===== src/rtl/msdap_serial_tx_pkg.sv =====
// Shared definitions for the MSDAP serial transmitter: default sizes,
// FSM state encoding and a helper for counter widths.
package msdap_serial_tx_pkg;

   localparam int WORD_W_DEFAULT     = 16;
   localparam int FIFO_DEPTH_DEFAULT = 4;
   localparam int GAP_CYCLES_DEFAULT = 0;

   typedef enum logic [1:0] {
      ST_IDLE  = 2'd0,
      ST_SHIFT = 2'd1,
      ST_GAP   = 2'd2
   } tx_state_e;

   // Width needed to hold values 0..max_value, never less than one bit.
   function automatic int cnt_width(input int max_value);
      return (max_value < 2) ? 1 : $clog2(max_value + 1);
   endfunction

endpackage


===== src/rtl/msdap_sync_fifo.sv =====
// Single-clock FIFO holding one stereo word per entry. Head entry is visible
// on pop_data without a read latency so the transmitter can load it on the
// same edge it pops. Pushes into a full FIFO and pops from an empty one are
// ignored.
module msdap_sync_fifo
   import msdap_serial_tx_pkg::*;
#(
   parameter int WIDTH = 2 * WORD_W_DEFAULT,
   parameter int DEPTH = FIFO_DEPTH_DEFAULT
) (
   input  logic             clk,
   input  logic             rst_n,
   input  logic             push,
   input  logic [WIDTH-1:0] push_data,
   input  logic             pop,
   output logic [WIDTH-1:0] pop_data,
   output logic             full,
   output logic             empty
);

   localparam int PTR_W = $clog2(DEPTH);
   localparam int CNT_W = PTR_W + 1;
   localparam logic [CNT_W-1:0] DEPTH_CNT = CNT_W'(DEPTH);

   logic [WIDTH-1:0] mem [DEPTH];
   logic [PTR_W-1:0] wr_ptr;
   logic [PTR_W-1:0] rd_ptr;
   logic [CNT_W-1:0] count;
   logic             do_push;
   logic             do_pop;

   assign full     = (count == DEPTH_CNT);
   assign empty    = (count == '0);
   assign do_push  = push && !full;
   assign do_pop   = pop && !empty;
   assign pop_data = mem[rd_ptr];

   // Pointers wrap naturally because DEPTH is a power of two; a simultaneous
   // push and pop leaves the occupancy unchanged.
   always_ff @(posedge clk or negedge rst_n) begin
      if (!rst_n) begin
         wr_ptr <= '0;
         rd_ptr <= '0;
         count  <= '0;
      end else begin
         if (do_push) begin
            wr_ptr <= wr_ptr + PTR_W'(1);
         end
         if (do_pop) begin
            rd_ptr <= rd_ptr + PTR_W'(1);
         end
         case ({do_push, do_pop})
            2'b10:   count <= count + CNT_W'(1);
            2'b01:   count <= count - CNT_W'(1);
            default: count <= count;
         endcase
      end
   end

   // Storage array needs no reset; occupancy alone decides what is valid.
   always_ff @(posedge clk) begin
      if (do_push) begin
         mem[wr_ptr] <= push_data;
      end
   end

endmodule


===== src/rtl/msdap_serial_tx.sv =====
// Host-side transmitter for the MSDAP serial input port. Buffers parallel
// stereo words and shifts them out MSB-first on InputL/InputR with a Frame
// marker on the MSB cycle. A new word only starts when the chip reports
// InReady; once started, a word always runs to completion.
module msdap_serial_tx
   import msdap_serial_tx_pkg::*;
#(
   parameter int WORD_W     = WORD_W_DEFAULT,
   parameter int FIFO_DEPTH = FIFO_DEPTH_DEFAULT,
   parameter int GAP_CYCLES = GAP_CYCLES_DEFAULT
) (
   input  logic              Dclk,
   input  logic              Reset_n,
   input  logic              in_valid,
   output logic              in_ready,
   input  logic [WORD_W-1:0] in_dataL,
   input  logic [WORD_W-1:0] in_dataR,
   input  logic              InReady,
   output logic              Frame,
   output logic              InputL,
   output logic              InputR,
   output logic              busy,
   output logic              word_sent
);

   localparam int BIT_W = $clog2(WORD_W);
   localparam int GAP_W = cnt_width(GAP_CYCLES);
   localparam logic [BIT_W-1:0] BIT_MSB  = BIT_W'(WORD_W - 1);
   localparam logic [BIT_W-1:0] BIT_ONE  = BIT_W'(1);
   localparam logic [GAP_W-1:0] GAP_LOAD = GAP_W'(GAP_CYCLES);
   localparam logic [GAP_W-1:0] GAP_ONE  = GAP_W'(1);

   tx_state_e         state;
   tx_state_e         state_next;
   logic [BIT_W-1:0]  bit_cnt;
   logic [BIT_W-1:0]  bit_cnt_next;
   logic [GAP_W-1:0]  gap_cnt;
   logic [GAP_W-1:0]  gap_cnt_next;
   logic [WORD_W-1:0] sr_l;
   logic [WORD_W-1:0] sr_l_next;
   logic [WORD_W-1:0] sr_r;
   logic [WORD_W-1:0] sr_r_next;
   logic              frame_q;
   logic              frame_next;
   logic              input_l_q;
   logic              input_l_next;
   logic              input_r_q;
   logic              input_r_next;
   logic              word_sent_q;
   logic              word_sent_next;

   logic                fifo_push;
   logic                fifo_full;
   logic                fifo_empty;
   logic [2*WORD_W-1:0] head_data;
   logic [WORD_W-1:0]   head_l;
   logic [WORD_W-1:0]   head_r;

   logic start_ok;
   logic last_bit;
   logic gap_done;
   logic launch;

   assign in_ready  = !fifo_full;
   assign fifo_push = in_valid && in_ready;
   assign head_l    = head_data[2*WORD_W-1:WORD_W];
   assign head_r    = head_data[WORD_W-1:0];

   // A word may begin whenever data is queued and the chip is ready; this
   // is evaluated from IDLE, straight after bit 0, or at the end of a gap.
   assign start_ok = !fifo_empty && InReady;
   assign last_bit = (state == ST_SHIFT) && (bit_cnt == '0);
   assign gap_done = (state == ST_GAP) && (gap_cnt == GAP_ONE);
   assign launch   = start_ok &&
                     ((state == ST_IDLE) || (last_bit && (GAP_CYCLES == 0)) || gap_done);

   assign busy      = (state != ST_IDLE) || !fifo_empty;
   assign Frame     = frame_q;
   assign InputL    = input_l_q;
   assign InputR    = input_r_q;
   assign word_sent = word_sent_q;

   msdap_sync_fifo #(
      .WIDTH (2 * WORD_W),
      .DEPTH (FIFO_DEPTH)
   ) u_fifo (
      .clk       (Dclk),
      .rst_n     (Reset_n),
      .push      (fifo_push),
      .push_data ({in_dataL, in_dataR}),
      .pop       (launch),
      .pop_data  (head_data),
      .full      (fifo_full),
      .empty     (fifo_empty)
   );

   // State, counters, shift registers and the registered serial outputs;
   // reset drops every output at once and abandons any partial word.
   always_ff @(posedge Dclk or negedge Reset_n) begin
      if (!Reset_n) begin
         state       <= ST_IDLE;
         bit_cnt     <= '0;
         gap_cnt     <= '0;
         sr_l        <= '0;
         sr_r        <= '0;
         frame_q     <= 1'b0;
         input_l_q   <= 1'b0;
         input_r_q   <= 1'b0;
         word_sent_q <= 1'b0;
      end else begin
         state       <= state_next;
         bit_cnt     <= bit_cnt_next;
         gap_cnt     <= gap_cnt_next;
         sr_l        <= sr_l_next;
         sr_r        <= sr_r_next;
         frame_q     <= frame_next;
         input_l_q   <= input_l_next;
         input_r_q   <= input_r_next;
         word_sent_q <= word_sent_next;
      end
   end

   // Next-state selection: shift for a whole word, then optionally idle out
   // the gap, then either start the next word or fall back to IDLE.
   always_comb begin
      state_next = state;
      case (state)
         ST_IDLE: begin
            if (start_ok) begin
               state_next = ST_SHIFT;
            end
         end
         ST_SHIFT: begin
            if (bit_cnt == '0) begin
               if (GAP_CYCLES > 0) begin
                  state_next = ST_GAP;
               end else if (start_ok) begin
                  state_next = ST_SHIFT;
               end else begin
                  state_next = ST_IDLE;
               end
            end
         end
         ST_GAP: begin
            if (gap_cnt == GAP_ONE) begin
               state_next = start_ok ? ST_SHIFT : ST_IDLE;
            end
         end
         default: state_next = ST_IDLE;
      endcase
   end

   // Datapath and output values for the next cycle: a launch loads the FIFO
   // head and drives its MSB with Frame, shifting walks down to bit 0, and
   // everything outside a word drives zero.
   always_comb begin
      bit_cnt_next   = bit_cnt;
      gap_cnt_next   = gap_cnt;
      sr_l_next      = sr_l;
      sr_r_next      = sr_r;
      frame_next     = 1'b0;
      input_l_next   = 1'b0;
      input_r_next   = 1'b0;
      word_sent_next = 1'b0;
      if (launch) begin
         sr_l_next    = head_l;
         sr_r_next    = head_r;
         bit_cnt_next = BIT_MSB;
         frame_next   = 1'b1;
         input_l_next = head_l[WORD_W-1];
         input_r_next = head_r[WORD_W-1];
      end else begin
         case (state)
            ST_SHIFT: begin
               if (bit_cnt != '0) begin
                  sr_l_next      = sr_l << 1;
                  sr_r_next      = sr_r << 1;
                  input_l_next   = sr_l[WORD_W-2];
                  input_r_next   = sr_r[WORD_W-2];
                  bit_cnt_next   = bit_cnt - BIT_ONE;
                  word_sent_next = (bit_cnt == BIT_ONE);
               end else if (GAP_CYCLES > 0) begin
                  gap_cnt_next = GAP_LOAD;
               end
            end
            ST_GAP: begin
               if (gap_cnt != GAP_ONE) begin
                  gap_cnt_next = gap_cnt - GAP_ONE;
               end
            end
            default: begin
            end
         endcase
      end
   end

endmodule

===== config.mk =====
export PLATFORM = sky130hd
export DESIGN_NAME = msdap_serial_tx
export DESIGN_NICKNAME = d
export VERILOG_FILES = /design/src/rtl/msdap_serial_tx_pkg.sv /design/src/rtl/msdap_sync_fifo.sv /design/src/rtl/msdap_serial_tx.sv
export SDC_FILE = /design/constraint.sdc
export NUM_CORES = 1
export LEC_CHECK = 0
export ABC_AREA = 1
export ABC_CLOCK_PERIOD_IN_PS = 7000
export CAP_MARGIN = 20
export CORE_AREA = 2 2 191 137
export CTS_CLUSTER_SIZE = 25
export DETAILED_ROUTE_END_ITERATION = 6
export DIE_AREA = 0 0 193 139
export HOLD_SLACK_MARGIN = 0.1
export PLACE_DENSITY_LB_ADDON = 0.3
export SLEW_MARGIN = 10
export SYNTH_ARGS = -nofsm -noshare
export SYNTH_HDL_FRONTEND = slang
export SYNTH_SLANG_ARGS = --single-unit

===== constraint.sdc =====
create_clock -name Dclk -period 7 [get_ports Dclk]
set_input_delay 0.7 -clock Dclk [delete_from_list [all_inputs] [get_ports Dclk]]
set_output_delay 0.7 -clock Dclk [all_outputs]
set_load 0.02 [all_outputs]

==> qor.log <==
[critical_path] Worst R2R Setup Slack 4.38 ns
[die] core region area 25140 um^2
[clock_network] clock tree root buffer cell clkbuf_16
[sta] final slew viol count 0
[cells_and_area] most used cells in the layout excluding fill and tap cells 287 x nand2_1, 128 x edfxtp_1, 91 x nand3_1
[global_routing] maximum number of pins on one net before global-route repair 65
[cells_and_area] Synth-to-Final Area Change 16.80%
[cells_and_area] number of diodes 0
[clock_network] sink count of the clock tree 174
[critical_path] data required time at the worst endpoint 7.34 ns
[synth] post-synthesis compound-gate area fraction 1.215%
[die] initial core utilization 29.50%
[critical_path] largest fanout on the critical path 38
[power] power density relative to cell area 398.0 nW/um^2
[flow_run] maxcap violations 0
[synth] share of synthesized area occupied by flip-flops and latches 67.35%
[synth] Syn Std Cell Area 7416 um^2
[die] number of placement rows 49
[synth] Adder-Cell Fraction of Synth Area 1.451%
[clock_network] CTS tree built
[detailed_routing] Iteration-0 DRC Markers 375
[sta] setup repair after global routing missed its margin no
[die] horizontal extent of the die 193 um
[critical_path] FF-to-FF End u_fifo.count[1]$_DFFE_PN0P_
[synth] syn_area_per_cell 10.43 um^2
[placement] Worst Setup Slack post-DPL 3.951 ns
[sta] slew at the pin closest to its max-slew limit 1.010 ns
[critical_path] Worst Path Arrival 2.96 ns
[critical_path] Critical path buffers and inverters 2
[detailed_routing] post-route antenna net violation count 0
[clock_network] number of buffers inserted by post-CTS setup repair 0
[detailed_routing] WL/cell 14.11 um
[critical_path] startpoint type of the worst setup path flop
[synth] portion of netlist area occupied by mux cells 0%
[global_routing] Overall Global Routing Usage 12.23%
[critical_path] critical path class flop to flop
[clock_network] count of hold-fix buffers inserted at cts 0
[global_routing] antenna violations before repair 0
[sta] Final period util 37.37%
[clock_network] maximum count of clock buffers along a single path 2
[synth] Netlist cell types 29
[die] Die H 139 um
[placement] GP Congestion 0.6933
[detailed_routing] DRC violation count after routing 0
[critical_path] timing endpoint of the critical path u_fifo.count[1]$_DFFE_PN0P_
[synth] total nets after synthesis 755
[critical_path] timing startpoint of the critical path bit_cnt[0]$_DFFE_PN0P_
[placement] number of buffers inserted by port buffering 41
[power] maximum resistive drop on vdd 0.2010 mV
[detailed_routing] Via-to-Cell Ratio 4.326
[clock_network] number of cells upsized or downsized after cts 0
[global_routing] residual overflow from global routing 0
[sta] setup violators final 0
[cells_and_area] most common cell after layout, fill and taps aside nand2_1
[sta] Tmin final 2.616 ns
[placement] half-perimeter wire length after detailed placement 8.867 mm
[die] area of the die 26830 um^2
[critical_path] cell type of the slowest stage on the worst timing path a21oi_4
[detailed_routing] routed via count 4715
[synth] simple logic cell fraction of the synthesized area 22.52%
[detailed_routing] total wirelength of the detailed-routed design 15.38 mm
[critical_path] critical path cell sequence inv_1 -> ha_1 -> a21oi_4 -> nor2_1 -> ha_1 -> inv_1 -> fa_1 -> o21ai_0
[cells_and_area] share of cells above drive strength 1 7.905%
[sta] fmax 0.3823 GHz
[detailed_routing] 1st-pass router iterations 6
[run_status] status complete, no violations
[cells_and_area] nets@finish 790
[clock_network] number of H-tree levels 4
[sta] accumulated negative setup slack 0 ns
[clock_network] clock slew at reported path FFs 0.07 ns
[sta] final setup skew 0.009213 ns
[synth] count of mapped cells out of synthesis 711
[cells_and_area] filler cell count in the final layout 2559
[power] power consumption 0.003447 W
[global_routing] first-pass GRT wire length 24.99 mm
[cells_and_area] final core occ 34.46%
[clock_network] later-pin clock latency in the skew report 0.42 ns
[synth] yosys synthesis warning count 0
[critical_path] critical path depth in cells 8
[clock_network] number of buffers created by CTS 17
[synth] dominant combinational cell family by area after synthesis simple AND/OR/NAND/NOR gates
[critical_path] Reg-to-Reg Start bit_cnt[0]$_DFFE_PN0P_
[sta] number of hold-slack violations in the final timing report 0
[critical_path] Max stage delay on crit path 0.82 ns
[sta] worst path setup slack after routing 4.384 ns
[critical_path] Top delay family on crit path compound AO/OA/AOI/OAI gates
[die] count of boundary I/O pins 42
[critical_path] category of the worst setup path capture point flop
[min_path] Min-Delay Path Class input port to asynchronous set/reset pin
[synth] post-synthesis register bit count 174
[global_routing] vias in the first global route 4508
[power] static leakage 3.682 nW
[sta] remaining max-slew budget at the tightest pin 32.50%
[critical_path] number of cells traversed by the worst register-to-register path 8
[synth] xor and xnor area share after synthesis 0.4724%
==> how the worst min path moves through the flow <==
stage / startpoint / endpoint / slack (ns) / cells after the start
5_1_grt: Reset_n / sr_r[10]$_DFFE_PN0P_ / 0.42 / 2
3_3_place_gp: sr_l[0]$_DFFE_PN0P_ / sr_l[0]$_DFFE_PN0P_ / 0.47 / 2
3_5_place_dp: sr_r[0]$_DFFE_PN0P_ / sr_r[0]$_DFFE_PN0P_ / 0.47 / 2
2_1_floorplan: Reset_n / Frame$_DFF_PN0_ / 0.40 / 0
6_report: Reset_n / sr_r[10]$_DFFE_PN0P_ / 0.38 / 2
4_1_cts: Reset_n / word_sent$_DFF_PN0_ / 0.39 / 2
==> flip-flops by register name, summed over array words and instances (netlist names) <==
signal / count
u_fifo.count: 3
u_fifo.mem: 128
sr_l: 15
sr_r: 15
u_fifo.wr_ptr: 2
InputR: 1
bit_cnt: 4
InputL: 1
word_sent: 1
Frame: 1
state: 1
u_fifo.rd_ptr: 2
==> worst reg2reg max path: cells and delay by family, from the launching register on <==
| kind | cells | cell delay (ns) |
|---|---|---|
| simple gates | 1 | 0.10 |
| fa+ha+maj | 3 | 0.91 |
| flops | 1 | 0.38 |
| compound gates | 2 | 0.98 |
| buf+inv | 2 | 0.17 |
==> cell families after synthesis <==
| group | count (synthesis) |
|---|---|
| XOR/XNOR | 4 |
| buffers and inverters | 109 |
| AND/OR/NAND/NOR | 402 |
| flip-flops | 174 |
| AO/OA/AOI/OAI | 14 |
| adder cells (fa/ha/maj) | 8 |
==> per-stage QoR <==
stage | hold WS (ns) | area [um^2] | instances
floorplan | 0.4044 | 7416 | 711
global route | 0.4170 | 8662 | 1090
global placement | 0.4669 | 8099 | 1058
finish | 0.3808 | 8662 | 1090
detailed placement | 0.4716 | 8099 | 1058
CTS | 0.3928 | 8662 | 1090
==> final cells by class <==
cell class	instances	area, um^2	area share [%]
Inverter	75	281.5	3.250
Multi-Input combinational cell	428	1933	22.32
Sequential cell	174	4997	57.69
Tap cell	331	414.1	4.781
Clock inverter	13	130.1	1.502
Timing Repair Buffer	50	473.0	5.460
Clock buffer	19	432.9	4.998
==> per-layer routing <==
layer	routed length [um]	vias up	GRT usage, %
li1	-	2359	-
met3	557	11	2.606
met4	114	0	3.190
met5	0	-	0
met2	6799	74	18.02
met1	7912	2271	18.20
==> synthesized netlist by cell type <==
master,instances,area [um^2]
nand2_1,287,1077
edfxtp_1,128,3844
nand3_1,91,455.4
inv_1,72,270.3
dfrtp_1,46,1151
buf_2,15,75.07
nor2_1,11,41.29
buf_6,9,101.4
ha_1,7,87.58
o21ai_0,7,35.03
buf_4,6,45.04
nand2_2,5,31.28
clkbuf_1,4,15.01
a21oi_1,2,10.01
inv_2,2,7.510
nand3b_1,2,15.01
nor2_2,2,12.51
o211ai_1,2,15.01
xnor2_1,2,17.52
xor2_1,2,17.52
a21oi_4,1,16.27
clkinv_1,1,3.750
fa_1,1,20.02
nand2_4,1,11.26
nand3_2,1,10.01
nor2_4,1,11.26
nor3_1,1,5.000
o21ai_1,1,5.000
o21ai_2,1,8.760
==> where the power goes <==
group	internal (W)	switching [W]	leakage [nW]
Clock	0.000500	0.000416	0.268
Combinational	0.000320	0.000752	1.65
Sequential	0.00137	0.0000863	1.76
Total	0.00219	0.00125	3.68
No activity file was read; power rests on OpenSTA's default activity.
